<file path="src/rtl/gpio_pixel_packer_if.sv">
// Bundles the GPIO channel strobes and the pixel stream of gpio_pixel_packer.
// master = packer side, slave = producer/consumer side.
`default_nettype none

interface gpio_pixel_packer_if #(
  parameter int CH_W = 8
);
  logic [31:0]       GPIO;
  logic              GPIOEnR;
  logic              GPIOEnG;
  logic              GPIOEnB;
  logic [3*CH_W-1:0] pix_data;
  logic              pix_valid;
  logic              pix_ready;
  logic              pix_last;

  modport master (
    input  GPIO, GPIOEnR, GPIOEnG, GPIOEnB, pix_ready,
    output pix_data, pix_valid, pix_last
  );

  modport slave (
    output GPIO, GPIOEnR, GPIOEnG, GPIOEnB, pix_ready,
    input  pix_data, pix_valid, pix_last
  );
endinterface

`default_nettype wire

</file>
<file path="src/rtl/gpio_pixel_packer.sv">
// ---------------------------------------------------------------------------
// gpio_pixel_packer: saturates R/G/B GPIO words, packs pixels, FWFT FIFO out.
// Optional macro PIX_FRAME_EN enables the frame counter driving pix_last.
// Revision: 1.0
// ---------------------------------------------------------------------------
`default_nettype none

module gpio_pixel_packer #(
  parameter int DEPTH        = 16,
  parameter int CH_W         = 8,
  parameter int FRAME_PIXELS = 307200
) (
  input  wire logic               clk,
  input  wire logic               rst,
  gpio_pixel_packer_if.master     bus,
  output logic [$clog2(DEPTH):0]  fifo_count,
  output logic                    overflow,
  output logic                    seq_err
);
  localparam int AW = $clog2(DEPTH);
  localparam int PW = 3 * CH_W;

  typedef enum logic [1:0] {EXP_R = 2'd0, EXP_G = 2'd1, EXP_B = 2'd2} state_t;

  state_t          state, state_nxt;
  logic            cap_r, cap_g, push, err_nxt;
  logic [CH_W-1:0] sat, r_ch, g_ch;
  logic [PW-1:0]   mem [DEPTH];
  logic [AW-1:0]   wr_ptr, rd_ptr;
  logic            pop, push_ok;

  assign sat = (bus.GPIO[31:CH_W] != '0) ? {CH_W{1'b1}} : bus.GPIO[CH_W-1:0];

  always_ff @(posedge clk or negedge rst) begin
    if (!rst) begin
      state   <= EXP_R;
      r_ch    <= '0;
      g_ch    <= '0;
      seq_err <= 1'b0;
    end else begin
      state   <= state_nxt;
      seq_err <= err_nxt;
      if (cap_r) r_ch <= sat;
      if (cap_g) g_ch <= sat;
    end
  end

  always_comb begin
    state_nxt = state;
    cap_r     = 1'b0;
    cap_g     = 1'b0;
    push      = 1'b0;
    err_nxt   = 1'b0;
    case ({bus.GPIOEnR, bus.GPIOEnG, bus.GPIOEnB})
      3'b000: ;
      3'b100: begin
        cap_r     = 1'b1;
        state_nxt = EXP_G;
        err_nxt   = (state != EXP_R);
      end
      3'b010: begin
        if (state == EXP_G) begin
          cap_g     = 1'b1;
          state_nxt = EXP_B;
        end else begin
          err_nxt   = 1'b1;
          state_nxt = EXP_R;
        end
      end
      3'b001: begin
        if (state == EXP_B) push = 1'b1;
        else                err_nxt = 1'b1;
        state_nxt = EXP_R;
      end
      default: err_nxt = 1'b1;  // simultaneous strobes: nothing captured, state held
    endcase
  end

  // A full FIFO still takes a push when the head leaves in the same cycle.
  assign bus.pix_valid = (fifo_count != '0);
  assign pop           = bus.pix_valid && bus.pix_ready;
  assign push_ok       = push && ((fifo_count < (AW+1)'(DEPTH)) || pop);
  assign bus.pix_data  = bus.pix_valid ? mem[rd_ptr] : '0;

  always_ff @(posedge clk) begin
    if (push_ok) mem[wr_ptr] <= {r_ch, g_ch, sat};
  end

  always_ff @(posedge clk or negedge rst) begin
    if (!rst) begin
      wr_ptr     <= '0;
      rd_ptr     <= '0;
      fifo_count <= '0;
      overflow   <= 1'b0;
    end else begin
      if (push_ok) wr_ptr <= wr_ptr + 1'b1;
      if (pop)     rd_ptr <= rd_ptr + 1'b1;
      case ({push_ok, pop})
        2'b10:   fifo_count <= fifo_count + 1'b1;
        2'b01:   fifo_count <= fifo_count - 1'b1;
        default: fifo_count <= fifo_count;
      endcase
      if (push && !push_ok) overflow <= 1'b1;
    end
  end

`ifdef PIX_FRAME_EN
  localparam int FW = (FRAME_PIXELS > 1) ? $clog2(FRAME_PIXELS) : 1;
  logic [FW-1:0] frame_cnt;
  logic          at_last;

  assign at_last      = (frame_cnt == FW'(FRAME_PIXELS - 1));
  assign bus.pix_last = bus.pix_valid && at_last;

  always_ff @(posedge clk or negedge rst) begin
    if (!rst)        frame_cnt <= '0;
    else if (pop)    frame_cnt <= at_last ? '0 : frame_cnt + 1'b1;
  end
`else
  // Frame length has no meaning without frame tracking; expression is constant 0.
  assign bus.pix_last = (FRAME_PIXELS < 0);
`endif
endmodule

`default_nettype wire
</file>
<file path="src/flat_wrapper.sv">
// flat-port wrapper written by rule: the top's interface ports become plain ports
module gpio_pixel_packer_flat 
#(
  parameter int DEPTH        = 16,
  parameter int CH_W         = 8,
  parameter int FRAME_PIXELS = 307200
)
  (clk, rst, fifo_count, overflow, seq_err, bus_GPIO, bus_GPIOEnR, bus_GPIOEnG, bus_GPIOEnB, bus_pix_ready, bus_pix_data, bus_pix_valid, bus_pix_last);
  gpio_pixel_packer_if #(.CH_W(CH_W)) bus_i ();
  input  wire logic clk;
  input  wire logic rst;
  output logic [$clog2(DEPTH):0] fifo_count;
  output logic overflow;
  output logic seq_err;
  input wire logic [$bits(bus_i.GPIO)-1:0] bus_GPIO;
  input wire logic [$bits(bus_i.GPIOEnR)-1:0] bus_GPIOEnR;
  input wire logic [$bits(bus_i.GPIOEnG)-1:0] bus_GPIOEnG;
  input wire logic [$bits(bus_i.GPIOEnB)-1:0] bus_GPIOEnB;
  input wire logic [$bits(bus_i.pix_ready)-1:0] bus_pix_ready;
  output wire logic [$bits(bus_i.pix_data)-1:0] bus_pix_data;
  output wire logic [$bits(bus_i.pix_valid)-1:0] bus_pix_valid;
  output wire logic [$bits(bus_i.pix_last)-1:0] bus_pix_last;
  assign bus_i.GPIO = bus_GPIO;
  assign bus_i.GPIOEnR = bus_GPIOEnR;
  assign bus_i.GPIOEnG = bus_GPIOEnG;
  assign bus_i.GPIOEnB = bus_GPIOEnB;
  assign bus_i.pix_ready = bus_pix_ready;
  assign bus_pix_data = bus_i.pix_data;
  assign bus_pix_valid = bus_i.pix_valid;
  assign bus_pix_last = bus_i.pix_last;
  gpio_pixel_packer #(.DEPTH(DEPTH), .CH_W(CH_W), .FRAME_PIXELS(FRAME_PIXELS)) u_core (.clk(clk), .rst(rst), .bus(bus_i), .fifo_count(fifo_count), .overflow(overflow), .seq_err(seq_err));
endmodule
</file>
<file path="config.mk">
export PLATFORM = sky130hd
export DESIGN_NAME = gpio_pixel_packer_flat
export DESIGN_NICKNAME = d
export VERILOG_FILES = /design/src/rtl/gpio_pixel_packer_if.sv /design/src/rtl/gpio_pixel_packer.sv /design/src/flat_wrapper.sv
export SDC_FILE = /design/constraint.sdc
export NUM_CORES = 1
export LEC_CHECK = 0
export CORE_MARGIN = 3
export CORE_UTILIZATION = 50
export CTS_CLUSTER_SIZE = 28
export DETAILED_ROUTE_END_ITERATION = 16
export HOLD_SLACK_MARGIN = 0.15
export PLACE_DENSITY = 0.79
export SLEW_MARGIN = 20
export SYNTH_ARGS = -nofsm -noshare
export SYNTH_HDL_FRONTEND = slang
export SYNTH_SLANG_ARGS = --single-unit
</file>
<file path="constraint.sdc">
create_clock -name clk -period 3.4 [get_ports clk]
set_input_delay 0.85 -clock clk [delete_from_list [all_inputs] [get_ports clk]]
set_output_delay 0.85 -clock clk [all_outputs]
set_load 0.01 [all_outputs]
</file>
==> metrics.md, run 1 <==
| Metric | Value |
|---|---|
| CTS tree | yes |
| PnR Total Power | 14.6 mW |
| Register area | about 0.012 mm^2 |
| Final-report setup violation count | 0 |
| Largest net degree at the start of global routing | between 50 and 60 |
| Die width | 188 um |
| Starting Density | 0.515 |
| Status | finished clean |
| Setup Skew | 0.0152 ns |
| Pre-CTS setup slack | 0.248 ns |
| Rows | 65 |
| RSZ-0062 raised after global routing | true |
| Final hold vios | 0 |
| DRC errors left | 0 |
| Max clock buf depth | 3 |
| Die footprint | approximately 0.035 mm^2 |
| WP data required | 2.55 ns |
| Fin nets | just under 1k |
| Initial antenna violation count | 0 |
| Filler Cell Count | between 2k and 2.5k |
| Synth Cell Area | roughly 0.016 mm^2 |
| Iter 0 DRT Violations | 812 |
| MaxCap Viol Count | 0 |
| Flop2flop setup slack | between 1 and 1.5 ns |
| Leakage power | 7.10 nW |
| Tot GR Track Use | 0.204 |
| IO Count | 71 |
| Worst-Skew Late Latency | between 0.5 and 0.6 ns |
| Critical Path AT | between 2 and 3 ns |
| Router iterations before antenna repair | 5 |
| Multi-input logic area | 0.00392 mm^2 |
| HPWL Detailed | 20.1 mm |
| ANT cells | 0 |
| Most frequent cells in the layout | 384 x edfxtp_1, 54 x mux4_2, 54 x buf_4 |
| Worst setup SP type | flop |
| Syn nets | between 800 and 900 |
| Post-synth ARST share | 0.0791 |
| Syn Inst Count | 780 |
| Setup TNS Final | 0 ns |
| Commonest non-fill, non-tap cell in the layout | edfxtp_1 |
| CTS root buffer | clkbuf_16 |
| Sequential share of the synthesized area | 0.749 |
| Core Box Area | about 0.032 mm^2 |
| Pins Over Slew Limit | 0 |
| Worst Path Max Fanout | 6 |
| Final min period | 3.38 ns |
| WL final | around 36 mm |
| Worst-path cell chain | buf_12, clkbuf_16, buf_4, mux4_2, mux2i_1, o22ai_1, dlygate4sd2_1 |
| Power per cell area | between 700 and 800 mW/mm^2 |
| Endpoint type of the worst setup path | primary output |
| Crit path max-delay cell type | dfrtp_4 |
| Via density per instance | approximately 6 |
| Period utilisation layout | 0.995 |
| Antenna viol nets, final | 0 |
| Kind of critical path | flop to primary output |
| Clk sink count | between 400 and 500 |
| Clock transition at the registers of the reported paths | 0.06 ns |
| Vias in the first global route | about 8.8k |
| H-tree Lvls | 2 |
| Mapped Avg Cell Area | ~21 um^2 |
| Layout cells sized above 1 | 0.237 |
| Post-route setup slack | around 0.017 ns |
| Number of register bits inferred by synthesis | 417 |
| Hold Crit Class | input port to asynchronous set/reset pin |
| Vias | 8380 |
| Relative slew slack | 0.456 |
| Global route overflow | 0 |
| PortBufs | 69 |
| Routability cong. | ~0.76 |
| Maximum vdd drop | 0.396 mV |
| Peak Freq | slightly below 300 MHz |
| YS warnings | 0 |
| Die Span Y | roughly 190 um |
| Number of library cell types mapped by synthesis | 37 |
| Layout area overhead | 20.5% |
| EDFF count, synth | about 380 |
| First-pass GRT wire length | around 54 mm |
| Wire per inst | ~26 um |
| Worst-Margin Slew | between 0.8 and 0.9 ns |
| CP peak stage delay | ~0.5 ns |
| CTS buffer count | 41 |
| Synth Flop Type | edfxtp_1 |
==> metrics by stage <==
| step | instances | hold WS, ns | instance area [um^2] | util |
|---|---|---|---|---|
| 6_report | 1401 | 0.414 | 19900 | 0.620 |
| 5_1_grt | 1401 | 0.450 | 19900 | 0.620 |
| 4_1_cts | 1394 | 0.433 | 19800 | 0.616 |
| 3_5_place_dp | 1306 | 0.453 | 18200 | 0.568 |
| 3_3_place_gp | 1306 | 0.465 | 18200 | 0.568 |
| 2_1_floorplan | 780 | 0.497 | 16500 | - |
==> state kept, by name, indices dropped and copies added, names as in the netlist <==
name               flops
u_core.fifo_count      5
u_core.g_ch            8
u_core.mem           384
u_core.overflow        1
u_core.r_ch            8
u_core.rd_ptr          4
u_core.seq_err         1
u_core.state           2
u_core.wr_ptr          4
==> report_power, final <==
part	leakage, nW	internal (mW)	switching [mW]
clock	0.647	2.64	1.84
combinational	2.33	2.12	1.82
sequential	4.13	5.84	0.352
==> metal layers <==
metal	routed length, um	vias to the layer above	global-route usage
met5	0	-	0
met4	995	0	0.0670
met3	3050	69	0.0484
met2	18100	419	0.332
met1	14300	4333	0.276
li1	-	3559	-
==> what timing repair did <==
item	in CTS	in global routing
resized for setup	38	11
setup buffers	11	3
gates cloned	2	4
endpoints found under the setup margin	24	14
hold buffers	0	0
==> critical path, delay by kind of cell, from the launching register on <==
kind,cells,cell delay [ns]
multiplexers,2,0.59
flip-flops,1,0.51
AO/OA/AOI/OAI,1,0.12
buffers and inverters,4,0.78
==> area by class of cell <==
class / count / area share
Inverter: 16 / 0.00302
Timing Repair Buffer: 151 / 0.0827
Sequential cell: 417 / 0.622
Clock inverter: 21 / 0.0108
Tap cell: 435 / 0.0274
Multi-Input combinational cell: 307 / 0.197
Clock buffer: 54 / 0.0566
==> cells by family (layout without fill, tap and decap cells) <==
logic type,Yosys count,count (layout),share of synthesized area
muxes,146,146,0.172
other,1,1,0.000227
adders and majority gates,8,8,0.00607
AOI/OAI and AO/OA,57,57,0.0203
DFF,417,417,0.749
and+or+nand+nor,81,81,0.0241
buffers and inverters,56,242,0.0207
xor gates and xnor gates,14,14,0.00743
==> cells in the mapped netlist (2+ instances only) <==
| cell | count | area, um^2 |
|---|---|---|
| a21oi_1 | 14 | 70.1 |
| and3b_1 | 2 | 17.5 |
| buf_1 | 4 | 15.0 |
| buf_2 | 15 | 75.1 |
| buf_4 | 6 | 45.0 |
| buf_6 | 12 | 135 |
| clkbuf_1 | 3 | 11.3 |
| dfrtp_1 | 33 | 826 |
| edfxtp_1 | 384 | 11500 |
| ha_1 | 8 | 100 |
| inv_1 | 16 | 60.1 |
| mux2_2 | 2 | 22.5 |
| mux2i_1 | 48 | 480 |
| mux4_1 | 46 | 1210 |
| mux4_2 | 50 | 1130 |
| nand2_1 | 21 | 78.8 |
| nand2b_1 | 5 | 31.3 |
| nand4_1 | 3 | 18.8 |
| nor2_1 | 25 | 93.8 |
| nor2b_1 | 2 | 12.5 |
| nor3_1 | 13 | 65.1 |
| nor4_1 | 6 | 37.5 |
| o21ai_0 | 13 | 65.1 |
| o22ai_1 | 24 | 150 |
| xnor2_1 | 6 | 52.6 |
| xor2_1 | 8 | 70.1 |
==> worst paths after layout <==
| path | startpoint | to | depth (start not counted) |
|---|---|---|---|
| setup / recovery | u_core.rd_ptr[1] | bus_pix_data[3] | 7 |
| hold / removal | rst | u_core.overflow | 1 |
| setup reg to reg | u_core.fifo_count[2] | u_core.fifo_count[2] | 10 |
| hold reg to reg | u_core.overflow | u_core.overflow | 2 |
| max in group asynchronous | rst | u_core.rd_ptr[2] | 1 |
| min in group clk | u_core.overflow | u_core.overflow | 2 |
Power figures use the tool's default switching activity.
==> inputs of run 2 (changes only) <==
CAP_MARGIN = 0   (was not set)
==> results of run 2 <==
Final layout, timing and power as in run 1 (identical DEF).
==> inputs of run 3 (changes only) <==
CORE_MARGIN = 2   (was 3)
==> metrics.md, run 3 (same netlist as run 1, synthesis figures left out) <==
| Metric | Value |
|---|---|
| Status | finished clean (unchanged) |
| Layout cells sized above 1 | 0.234 (was 0.237) |
| Fin nets | 979 (was 980) |
| Core Util, Final | 0.605 (was 0.620) |
| Worst-Margin Slew | 0.824 ns (was 0.816 ns) |
| WL final | 36.0 mm (was 36.4 mm) |
| Die footprint | 0.0345 mm^2 (was 0.0352 mm^2) |
| Worst Path Max Fanout | 16 (was 6) |
| Flop2flop setup slack | 1.12 ns (was 1.05 ns) |
| Max clock buf depth | 3 (unchanged) |
| Design Area, Final | 0.0197 mm^2 (was 0.0199 mm^2) |
| H-tree Lvls | 2 (unchanged) |
| Most frequent cells in the layout | 384 x edfxtp_1, 64 x buf_4, 53 x mux4_2 (was 384 x edfxtp_1, 54 x mux4_2, 54 x buf_4) |
| Critical Path AT | 2.52 ns (was 2.53 ns) |
| Largest registers | u_core.mem: 384 flops, u_core.g_ch: 8 flops, u_core.r_ch: 8 flops (unchanged) |
| Global Route met2 Usage | 0.354 (was 0.332) |
| IO Count | 71 (unchanged) |
| Clk sink count | 417 (unchanged) |
| Post-route setup slack | 0.0324 ns (was 0.0167 ns) |
| Relative slew slack | 0.449 (was 0.456) |
| Pins Over Slew Limit | 0 (unchanged) |
| RSZ-0062 raised after global routing | true (unchanged) |
| Vias | 8308 (was 8380) |
| Clock transition at the registers of the reported paths | 0.06 ns (about the same) |
| CTS buffer count | 42 (was 41) |
| Global route overflow | 0 (unchanged) |
| Worst-path cell chain | buf_12, buf_16, buf_4, mux4_2, mux2i_1, o22ai_1, dlygate4sd2_1 (was buf_12, clkbuf_16, buf_4, mux4_2, mux2i_1, o22ai_1, dlygate4sd2_1) |
| Endpoint type of the worst setup path | primary output (unchanged) |
| WP data required | 2.55 ns (about the same) |
| CTS root buffer | clkbuf_16 (unchanged) |
| Die width | 186 um (was 188 um) |
| Router iterations before antenna repair | 5 (unchanged) |
| R2R Path End | u_core.fifo_count[2] (unchanged) |
| Core Box Area | 0.0325 mm^2 (was 0.0320 mm^2) |
| # hold bufs at CTS | 0 (unchanged) |
| Hold endpoint | u_core.overflow |
| CTS tree | yes (unchanged) |
| Multi-input logic area | 0.00390 mm^2 (was 0.00392 mm^2) |
| Wire per inst | 25.5 um (was 26.0 um) |
| Iter 0 DRT Violations | 910 (was 812) |
| DRC errors left | 0 (unchanged) |
| Tot GR Track Use | 0.212 (was 0.204) |
| Max FFs per register | 384 (unchanged) |
| Worst-Skew Late Latency | 0.54 ns (was 0.53 ns) |
| Hold Crit Class | flop to flop (was input port to asynchronous set/reset pin) |
| Starting Density | 0.507 (was 0.515) |
| Final min period | 3.37 ns (was 3.38 ns) |
| Worst reg2reg startpoint | u_core.fifo_count[1] (was u_core.fifo_count[2]) |
| Top cell family by delay on the critical path | buffers and inverters (unchanged) |
| Via density per instance | 5.90 (was 5.98) |
| Final hold vios | 0 (unchanged) |
| Largest net degree at the start of global routing | 47 (was 51) |
| Worst Path Buf+Inv | 4 (unchanged) |
| PnR Total Power | 14.2 mW (was 14.6 mW) |
| Initial antenna violation count | 0 (unchanged) |
| Die Span Y | 186 um (was 188 um) |
| Maximum vdd drop | 0.467 mV (was 0.396 mV) |
| Commonest non-fill, non-tap cell in the layout | edfxtp_1 (unchanged) |
| PortBufs | 69 (unchanged) |
| Reg with most FFs | u_core.mem (unchanged) |
| Most Used Layer, Global Route | met2 (unchanged) |
| Hold path startpoint | u_core.overflow |
| Worst r2r path cells | 9 (was 10) |
| CP peak stage delay | 0.49 ns (was 0.51 ns) |
| Vias in the first global route | 8482 (was 8750) |
| Rows | 66 (was 65) |
| Worst setup SP type | flop (unchanged) |
| Setup Skew | 0.0246 ns (was 0.0152 ns) |
| Leakage power | 7.05 nW (was 7.10 nW) |
| GR met3 Demand/Resource | 0.0303 (was 0.0484) |
| HPWL Detailed | 21.2 mm (was 20.1 mm) |
| Peak Freq | 297 MHz (was 296 MHz) |
| Routability cong. | 0.789 (was 0.761) |
| Antenna viol nets, final | 0 (unchanged) |
| Register area | 0.0124 mm^2 (about the same) |
| DP Area | 0.0182 mm^2 (about the same) |
| Kind of critical path | flop to primary output (unchanged) |
| Power per cell area | 724 mW/mm^2 (was 735 mW/mm^2) |
| GR Layer Usage met1 | 0.296 (was 0.276) |
| Filler Cell Count | 2248 (was 2181) |
| Final-report setup violation count | 0 (unchanged) |
| Crit path max-delay cell type | mux4_2 (was dfrtp_4) |
| Pre-CTS setup slack | 0.214 ns (was 0.248 ns) |
| Layout area overhead | 19.3% (was 20.5%) |
| MaxCap Viol Count | 0 (unchanged) |
| ANT cells | 0 (unchanged) |
| Period utilisation layout | 0.990 (was 0.995) |
| Hold Path Depth | 2 |
| First-pass GRT wire length | 52.6 mm (was 53.8 mm) |
==> run 3: layer usage <==
metal	part of all wire	wire length, um	vias to the layer above
met5	0	0	-
met4	0.024	872	0
met3	0.078	2800	61
met2	0.50	18000	407
met1	0.40	14300	4297
li1	-	-	3543
==> run 3: how the worst max path moves through the flow <==
stage                                 from               end  slack [ns]  depth (start not counted)
after CTS                 u_core.rd_ptr[1]   bus_pix_data[1]     0.00001                          5
final                     u_core.rd_ptr[1]  bus_pix_data[14]        0.03                          7
after global routing      u_core.rd_ptr[1]  bus_pix_data[14]       -0.02                          7
after floorplan                bus_GPIOEnB  u_core.mem[7][0]        0.32                          6
after global placement    u_core.rd_ptr[1]  bus_pix_data[23]        0.30                          5
after detailed placement  u_core.rd_ptr[1]  bus_pix_data[23]        0.21                          5
==> run 3: worst reg2reg max path: cells and delay by family (launching register included) <==
| kind | cells | cell delay (ns) |
|---|---|---|
| compound gates | 2 | 0.29 |
| xor+xnor | 3 | 0.50 |
| fa+ha+maj | 2 | 0.53 |
| flops | 1 | 0.46 |
| simple gates | 2 | 0.39 |
==> run 3: area by class of cell <==
cell class | instances | area share
Clock buffer | 57 | 0.0589
Clock inverter | 20 | 0.00770
Inverter | 16 | 0.00305
Multi-Input combinational cell | 307 | 0.198
Sequential cell | 417 | 0.629
Tap cell | 442 | 0.0281
Timing Repair Buffer | 149 | 0.0754
==> run 3: stage by stage <==
stage                     std cells  hold slack [ns]  setup TNS [ns]
after floorplan                 780            0.497               0
after global placement         1314            0.478               0
after detailed placement       1314            0.452               0
after CTS                      1398            0.474               0
after global routing           1408            0.511         -0.0743
final                          1408            0.475               0
==> run 3: power breakdown <==
| group | switching, mW | internal (mW) | total (mW) |
|---|---|---|---|
| combinational | 1.73 | 1.95 | 3.68 |
| sequential | 0.335 | 5.84 | 6.17 |
| clock | 1.85 | 2.55 | 4.40 |
==> run 3: timing repair <==
action	in CTS	in global routing
gates resized for setup	41	6
gates cloned	0	1
setup endpoints to repair	24	9
setup buffers	7	9
